[src/rtl/xoro_pkg.sv]
// Shared definitions for the xoro SoC peripherals: register offsets, status bits,
// transmitter FSM encoding and the baud divisor floor.
// No logic; imported by uart_tx and its testbench-visible interface users.
package xoro_pkg;

    // Word offsets decoded from mem_addr[3:2]
    localparam logic [1:0] REG_TXDATA  = 2'd0;
    localparam logic [1:0] REG_STATUS  = 2'd1;
    localparam logic [1:0] REG_BAUDDIV = 2'd2;

    // STATUS register bit positions
    localparam int STAT_FULL   = 0;
    localparam int STAT_EMPTY  = 1;
    localparam int STAT_ACTIVE = 2;

    // Smallest usable clocks-per-bit value
    localparam logic [15:0] MIN_BAUDDIV = 16'd2;

    typedef enum logic [1:0] {
        IDLE  = 2'd0,
        START = 2'd1,
        DATA  = 2'd2,
        STOP  = 2'd3
    } tx_state_t;

    function automatic logic [15:0] clamp_div(input logic [15:0] div);
        return (div < MIN_BAUDDIV) ? MIN_BAUDDIV : div;
    endfunction

endpackage

[src/rtl/uart_tx_if.sv]
// picorv32 native memory bus as seen by one responder, plus its decoder select.
// No latency of its own; master = CPU side, slave = peripheral side.
// mem_ready is a one-cycle acknowledge; mem_rdata is only meaningful while it is high.
interface uart_tx_if;
    logic        enable;
    logic        mem_valid;
    logic        mem_instr;
    logic [3:0]  mem_wstrb;
    logic [31:0] mem_wdata;
    logic [31:0] mem_addr;
    logic        mem_ready;
    logic [31:0] mem_rdata;

    modport master (
        output enable, mem_valid, mem_instr, mem_wstrb, mem_wdata, mem_addr,
        input  mem_ready, mem_rdata
    );

    modport slave (
        input  enable, mem_valid, mem_instr, mem_wstrb, mem_wdata, mem_addr,
        output mem_ready, mem_rdata
    );
endinterface

[src/rtl/sync_fifo.sv]
// Generic synchronous FIFO with show-ahead read port (pop_dat valid while !empty).
// Latency: a push is visible at pop_dat one cycle later.
// Backpressure: push ignored when full, pop ignored when empty; caller watches full/empty.
// Ports: clk, reset (sync, active-high), push/push_dat, pop/pop_dat, full, empty.
// Only compiled when UART_TX_FIFO_EN selects the FIFO build of uart_tx.
`ifdef UART_TX_FIFO_EN
module sync_fifo #(
    parameter int WIDTH = 8,
    parameter int DEPTH = 8
) (
    input  logic             clk,
    input  logic             reset,
    input  logic             push,
    input  logic [WIDTH-1:0] push_dat,
    input  logic             pop,
    output logic [WIDTH-1:0] pop_dat,
    output logic             full,
    output logic             empty
);
    localparam int AW = (DEPTH > 1) ? $clog2(DEPTH) : 1;

    logic [WIDTH-1:0] mem [DEPTH];
    logic [AW-1:0]    wr_ptr;
    logic [AW-1:0]    rd_ptr;
    logic [AW:0]      count;
    logic             do_push;
    logic             do_pop;

    assign full    = (count == (AW+1)'(DEPTH));
    assign empty   = (count == '0);
    assign do_push = push & ~full;
    assign do_pop  = pop & ~empty;
    assign pop_dat = mem[rd_ptr];

    // DEPTH is a power of two, so the pointers wrap naturally
    always_ff @(posedge clk) begin
        if (reset) begin
            wr_ptr <= '0;
            rd_ptr <= '0;
            count  <= '0;
        end else begin
            if (do_push) wr_ptr <= wr_ptr + 1'b1;
            if (do_pop)  rd_ptr <= rd_ptr + 1'b1;
            case ({do_push, do_pop})
                2'b10:   count <= count + 1'b1;
                2'b01:   count <= count - 1'b1;
                default: count <= count;
            endcase
        end
    end

    always_ff @(posedge clk) begin
        if (do_push) mem[wr_ptr] <= push_dat;
    end
endmodule
`endif

[src/rtl/uart_tx.sv]
// Memory-mapped 8N1 UART transmitter on the picorv32 native bus (TXDATA/STATUS/BAUDDIV).
// Latency: ack and read data one cycle after a selected request; tx falls 2 edges after a push into an idle block.
// Backpressure: a TXDATA write while storage is full is held unacknowledged until a slot frees; never dropped.
// Ports: clk, reset (sync, active-high), bus (uart_tx_if.slave), tx (serial out, idle high).
// Build option UART_TX_FIFO_EN: FIFO_DEPTH-entry FIFO; otherwise a single holding register.
module uart_tx
    import xoro_pkg::*;
#(
    parameter int CLK_FREQ   = 50000000,
    parameter int BAUD       = 115200,
    parameter int FIFO_DEPTH = 8
) (
    input  logic     clk,
    input  logic     reset,
    uart_tx_if.slave bus,
    output logic     tx
);
    localparam logic [15:0] DIV_RESET = clamp_div(16'(CLK_FREQ / BAUD));

    // ---------------- bus decode ----------------
    logic [1:0]  reg_sel;
    logic        req;
    logic        push_req;
    logic        stall;
    logic        ack;
    logic        push;
    logic        div_wr;
    logic [15:0] bauddiv;
    logic [15:0] div_merged;
    logic [31:0] rdata_next;
    logic        active_q;

    logic        fifo_full;
    logic        fifo_empty;
    logic        pop;
    logic [7:0]  pop_dat;

    assign reg_sel  = bus.mem_addr[3:2];
    // Excluding the ack cycle keeps a still-held request from being acknowledged twice
    assign req      = bus.mem_valid & bus.enable & ~bus.mem_ready;
    assign push_req = ~bus.mem_instr & (reg_sel == REG_TXDATA) & bus.mem_wstrb[0];
    assign stall    = push_req & fifo_full;
    assign ack      = req & ~stall;
    assign push     = ack & push_req;
    assign div_wr   = ack & ~bus.mem_instr & (reg_sel == REG_BAUDDIV) & (|bus.mem_wstrb[1:0]);

    always_comb begin
        div_merged = bauddiv;
        if (bus.mem_wstrb[0]) div_merged[7:0]  = bus.mem_wdata[7:0];
        if (bus.mem_wstrb[1]) div_merged[15:8] = bus.mem_wdata[15:8];
    end

    always_comb begin
        rdata_next = '0;
        if (ack && !bus.mem_instr && bus.mem_wstrb == 4'b0000) begin
            case (reg_sel)
                REG_STATUS: begin
                    rdata_next[STAT_FULL]   = fifo_full;
                    rdata_next[STAT_EMPTY]  = fifo_empty;
                    rdata_next[STAT_ACTIVE] = active_q;
                end
                REG_BAUDDIV: rdata_next[15:0] = bauddiv;
                default:     rdata_next = '0;
            endcase
        end
    end

    always_ff @(posedge clk) begin
        if (reset) begin
            bus.mem_ready <= 1'b0;
            bus.mem_rdata <= '0;
            bauddiv       <= DIV_RESET;
        end else begin
            bus.mem_ready <= ack;
            bus.mem_rdata <= rdata_next;
            if (div_wr) bauddiv <= clamp_div(div_merged);
        end
    end

    logic unused_bits;
    assign unused_bits = &{1'b0, bus.mem_wdata[31:16], bus.mem_addr[31:4], bus.mem_addr[1:0]};

    // ---------------- transmit storage ----------------
`ifdef UART_TX_FIFO_EN
    sync_fifo #(
        .WIDTH (8),
        .DEPTH (FIFO_DEPTH)
    ) u_fifo (
        .clk      (clk),
        .reset    (reset),
        .push     (push),
        .push_dat (bus.mem_wdata[7:0]),
        .pop      (pop),
        .pop_dat  (pop_dat),
        .full     (fifo_full),
        .empty    (fifo_empty)
    );
`else
    logic       hold_vld;
    logic [7:0] hold_dat;
    logic       unused_depth;

    assign unused_depth = (FIFO_DEPTH != 0);

    always_ff @(posedge clk) begin
        if (reset) begin
            hold_vld <= 1'b0;
            hold_dat <= '0;
        end else if (push) begin
            hold_vld <= 1'b1;
            hold_dat <= bus.mem_wdata[7:0];
        end else if (pop) begin
            hold_vld <= 1'b0;
        end
    end

    assign fifo_full  = hold_vld;
    assign fifo_empty = ~hold_vld;
    assign pop_dat    = hold_dat;
`endif

    // ---------------- transmit FSM ----------------
    tx_state_t   state;
    tx_state_t   state_next;
    logic [15:0] baud_cnt;
    logic [15:0] div_lat;
    logic [2:0]  bit_idx;
    logic [7:0]  shreg;
    logic        tick;
    logic        tx_next;

    assign tick = (baud_cnt == 16'd0);

    always_comb begin
        state_next = state;
        pop        = 1'b0;
        tx_next    = 1'b1;
        unique case (state)
            IDLE: begin
                if (!fifo_empty) begin
                    pop        = 1'b1;
                    state_next = START;
                end
            end
            START: begin
                tx_next = 1'b0;
                if (tick) state_next = DATA;
            end
            DATA: begin
                tx_next = shreg[bit_idx];
                if (tick && bit_idx == 3'd7) state_next = STOP;
            end
            STOP: begin
                // Chain straight into the next start bit when more data is waiting
                if (tick) begin
                    if (!fifo_empty) begin
                        pop        = 1'b1;
                        state_next = START;
                    end else begin
                        state_next = IDLE;
                    end
                end
            end
            default: state_next = IDLE;
        endcase
    end

    // tx and ACTIVE are registered so both line up with the bit actually on the wire
    always_ff @(posedge clk) begin
        if (reset) begin
            state    <= IDLE;
            baud_cnt <= '0;
            div_lat  <= MIN_BAUDDIV;
            bit_idx  <= '0;
            shreg    <= '0;
            tx       <= 1'b1;
            active_q <= 1'b0;
        end else begin
            state    <= state_next;
            tx       <= tx_next;
            active_q <= (state != IDLE);
            if (pop) begin
                // Divisor is sampled once per frame so mid-frame writes wait for the next frame
                shreg    <= pop_dat;
                div_lat  <= bauddiv;
                baud_cnt <= bauddiv - 16'd1;
                bit_idx  <= '0;
            end else if (state != IDLE) begin
                if (tick) begin
                    baud_cnt <= div_lat - 16'd1;
                    if (state == DATA) bit_idx <= bit_idx + 3'd1;
                end else begin
                    baud_cnt <= baud_cnt - 16'd1;
                end
            end
        end
    end
endmodule

[src/flat_wrapper.sv]
// flat-port wrapper written by rule: the top's interface ports become plain ports
module uart_tx_flat import xoro_pkg::*;
#(
    parameter int CLK_FREQ   = 50000000,
    parameter int BAUD       = 115200,
    parameter int FIFO_DEPTH = 8
)
  (clk, reset, tx, bus_enable, bus_mem_valid, bus_mem_instr, bus_mem_wstrb, bus_mem_wdata, bus_mem_addr, bus_mem_ready, bus_mem_rdata);
  uart_tx_if bus_i ();
  input  logic clk;
  input  logic reset;
  output logic tx;
  input wire logic [$bits(bus_i.enable)-1:0] bus_enable;
  input wire logic [$bits(bus_i.mem_valid)-1:0] bus_mem_valid;
  input wire logic [$bits(bus_i.mem_instr)-1:0] bus_mem_instr;
  input wire logic [$bits(bus_i.mem_wstrb)-1:0] bus_mem_wstrb;
  input wire logic [$bits(bus_i.mem_wdata)-1:0] bus_mem_wdata;
  input wire logic [$bits(bus_i.mem_addr)-1:0] bus_mem_addr;
  output wire logic [$bits(bus_i.mem_ready)-1:0] bus_mem_ready;
  output wire logic [$bits(bus_i.mem_rdata)-1:0] bus_mem_rdata;
  assign bus_i.enable = bus_enable;
  assign bus_i.mem_valid = bus_mem_valid;
  assign bus_i.mem_instr = bus_mem_instr;
  assign bus_i.mem_wstrb = bus_mem_wstrb;
  assign bus_i.mem_wdata = bus_mem_wdata;
  assign bus_i.mem_addr = bus_mem_addr;
  assign bus_mem_ready = bus_i.mem_ready;
  assign bus_mem_rdata = bus_i.mem_rdata;
  uart_tx #(.CLK_FREQ(CLK_FREQ), .BAUD(BAUD), .FIFO_DEPTH(FIFO_DEPTH)) u_core (.clk(clk), .reset(reset), .bus(bus_i), .tx(tx));
endmodule
[config.mk]
export PLATFORM = sky130hd
export DESIGN_NAME = uart_tx_flat
export DESIGN_NICKNAME = d
export VERILOG_FILES = /design/src/rtl/xoro_pkg.sv /design/src/rtl/uart_tx_if.sv /design/src/rtl/sync_fifo.sv /design/src/rtl/uart_tx.sv /design/src/flat_wrapper.sv
export SDC_FILE = /design/constraint.sdc
export NUM_CORES = 1
export LEC_CHECK = 0
export CAP_MARGIN = 15
export CORE_MARGIN = 10
export CORE_UTILIZATION = 65
export CTS_BUF_LIST = sky130_fd_sc_hd__clkbuf_4
export CTS_CLUSTER_DIAMETER = 120
export DETAILED_ROUTE_END_ITERATION = 7
export DONT_BUFFER_PORTS = 1
export PLACE_DENSITY = 0.88
export SLEW_MARGIN = 10
export SYNTH_ARGS = -nofsm -noshare
export SYNTH_HDL_FRONTEND = slang
export SYNTH_HIERARCHICAL = 1
export SYNTH_SLANG_ARGS = --single-unit
[constraint.sdc]
create_clock -name clk -period 5.44 [get_ports clk]
set_input_delay 1.088 -clock clk [delete_from_list [all_inputs] [get_ports clk]]
set_output_delay 1.088 -clock clk [all_outputs]
set_load 0.01 [all_outputs]
==> flow_summary.json <==
{
  "netlist_instances": 528,
  "pwr-share-clk": 0.143,
  "grt_util_all_layers": 0.208,
  "finalCritPeriodShare": 0.791,
  "fin_worst_skew_ns": 0.0194,
  "antenna_left": 0,
  "grt_pass1_vias": 3594,
  "die-area_um2": 10500,
  "synth-xor-area-share": 0.0217,
  "ys_ff_latch": 89,
  "slew_violations": 0,
  "synthMuxAreaShare": 0.0395,
  "synth_area_per_cell_um2": 8.40,
  "cap_viol_max_count": 0,
  "cts_tree": "yes",
  "r2r-start": "u_core/state[0]",
  "path_class": "reg -> reg",
  "power_density_nw_per_um2": 578,
  "synth_top_family_by_area": "simple AND/OR/NAND/NOR gates",
  "viasPerCell": 6.40,
  "end_kind": "flop",
  "ys_seq_area_frac": 0.402,
  "gp_congestion": 1.05,
  "synth_simple_gate_area_frac": 0.252,
  "drt-initial-drc-count": 486,
  "peakVddDrop_mv": 0.343,
  "ys_types": 61,
  "clk-insertion-delay-late_ns": 0.44,
  "grt_setup_unrepaired": "false",
  "pre_cts_ws_ns": 1.29,
  "syn_area_um2": 4440,
  "cp_top_family": "compound AO/OA/AOI/OAI gates",
  "swShare": 0.468,
  "crit_fanout": 34,
  "drt-total-wl_um": 10800,
  "grt_overflow": 0,
  "critical_path.startpoint_type": "flop",
  "synth_top_cell_by_area": "dfxtp_1",
  "ys.flop_type": "dfxtp_1",
  "holdBufCountCts": 0,
  "ys_top_cells_by_count": "dfxtp_1 (89), nand2_1 (69), nor2_1 (55), a21oi_1 (46), nor3_1 (28)",
  "crit_start": "u_core/state[0]",
  "async_flop_share": 0,
  "finish.net_count": 593,
  "netlist_top_cells_area": "dfxtp_1 (40%), nand2_1 (5.8%), a21oi_1 (5.2%), nor2_1 (4.7%), nor3_1 (3.2%)",
  "comb_power_share": 0.548,
  "vias": 3803,
  "rows": 30,
  "cp_cell_sequence": "inv_1 -> ha_1 -> and3b_1 -> a31oi_4 -> o21ai_0 -> ha_1 -> inv_1 -> a221oi_1 -> nand4_1 -> xor2_1 -> a211oi_2",
  "cp.arrival_ns": 4.68,
  "postCtsSetupBuffers": 0,
  "die_h_um": 103,
  "wl_per_cell_um": 18.2,
  "drc_errors": 0,
  "dp_hpwl_um": 7690,
  "synth_most_common_cell": "dfxtp_1",
  "grt_pass1_wl_um": 17400,
  "worstHoldStart": "u_core/shreg[3]",
  "synth-edff-count": 0,
  "numClockSinks": 89,
  "core_um2": 6720,
  "fin_crit_ns": 4.30,
  "antenna_found_initial": 0,
  "cp_slowest_stage_delay_ns": 0.73,
  "clockRootBuffer": "clkbuf_4",
  "post_cts_resized": 0,
  "htreeDepth": 3,
  "hold_class": "reg -> reg",
  "synth_adder_area_share": 0.0310,
  "p_sw_mw": 1.21,
  "grt_max_degree": 75,
  "drive_above_1_share": 0.0681,
  "crit_buf_inv": 2,
  "dieWidth_um": 103,
  "max_freq_mhz": 232,
  "p_leak_nw": 1.53,
  "numCtsBuffers": 9,
  "pin_count": 107,
  "crit_slowest_cell": "a221oi_1",
  "tns_ns": 0,
  "cts_buffer_depth": 2,
  "cp.required_ns": 5.81,
  "relSlewSlack": 0.315,
  "pwr-share-seq": 0.309,
  "setup_violations": 0,
  "n_antenna_cell": 0,
  "yosysWarningCount": 6,
  "cts.reportedPaths.clkPinSlew_ns": 0.14,
  "run_status": "finished, final reports clean",
  "yosysTopAreaCellShare": 0.402,
  "tightest_slew_ns": 1.02,
  "firstDrtPassIters": 5,
  "setup_slack_ns": 1.14,
  "synth_compound_area_frac": 0.179,
  "hold_viol": 0,
  "p_int_mw": 1.37,
  "port_buffers": 0,
  "start_util": 0.660,
  "area_delta_synth_final_pct": 0.620
}
==> metal layers <==
layer  track usage  share of wire
met1         0.237           0.39
met2         0.342           0.50
met3        0.0684          0.087
met4         0.101          0.031
met5             0              0
==> tightest hold or removal path, stage by stage, from the launching register on <==
cell and delay (ns):
dfxtp_1 0.33, nand2_1 0.05, a21oi_1 0.05
==> worst paths after layout <==
path              depth (start not counted)  slack, ns                   to
setup / recovery                         11       1.14  u_core/baud_cnt[12]
hold / removal                            2       0.46      u_core/shreg[3]
setup reg to reg                         11       1.14  u_core/baud_cnt[12]
hold reg to reg                           2       0.46      u_core/shreg[3]
==> cell usage in the layout, fill, tap and decap left out, types with 12 or more instances in the layout <==
cell type  instances
dfxtp_1           89
mux2i_1           13
nand2_1           69
o21ai_0           15
nand3_1           12
and2_1            16
a21oi_1           46
nor2_1            55
conb_1            16
nor3_1            28
==> sequential cells by signal, indices dropped and copies added (netlist names) <==
register and cells:
u_core/active_q 1, u_core/hold_dat 8, u_core/bus.mem_ready 1, u_core/state 2, u_core/div_lat 16, u_core/bus.mem_rdata 16, u_core/bit_idx 3, u_core/tx 1
u_core/bauddiv 16, u_core/fifo_full 1, u_core/baud_cnt 16, u_core/shreg 8
==> layout make-up <==
type                       instances  area [um^2]
clock buffer                      10         75.1
clock inverter                     6         67.6
fill                             540         2250
inverter                           8         30.0
multi-input combinational        399         2390
sequential                        89         1780
tap                               80          100
timing repair buffer               2         15.0
==> through the flow <==
| step | power [mW] | cells | hold slack [ns] | util | cell area (um^2) |
|---|---|---|---|---|---|
| 3_5_place_dp | 2.18 | 578 | 0.437 | 0.643 | 4320 |
| 5_1_grt | 2.75 | 594 | 0.470 | 0.664 | 4460 |
| 2_1_floorplan | 1.99 | 543 | 0.429 | - | 4490 |
| 4_1_cts | 2.55 | 594 | 0.455 | 0.664 | 4460 |
| 3_3_place_gp | 2.13 | 578 | 0.431 | 0.643 | 4320 |
| 6_report | 2.58 | 594 | 0.459 | 0.664 | 4460 |
==> power groups by stage <==
stage               Clock [mW]  Sequential (mW)  Combinational, mW
floorplan                    0            0.786               1.20
global placement             0            0.806               1.32
detailed placement           0            0.808               1.37
CTS                      0.374            0.794               1.38
global route             0.401            0.806               1.54
finish                   0.369            0.798               1.41
==> cell families (layout without fill, tap and decap cells) <==
group                      Yosys count  after routing
AOI/OAI and AO/OA                  118            118
xor gates and xnor gates            11             11
adders and majority gates           11             11
buffers and inverters               55             26
DFF                                 89             89
muxes                               15             15
other                                1             16
and+or+nand+nor                    228            228
No activity file was read; power rests on OpenSTA's default activity.
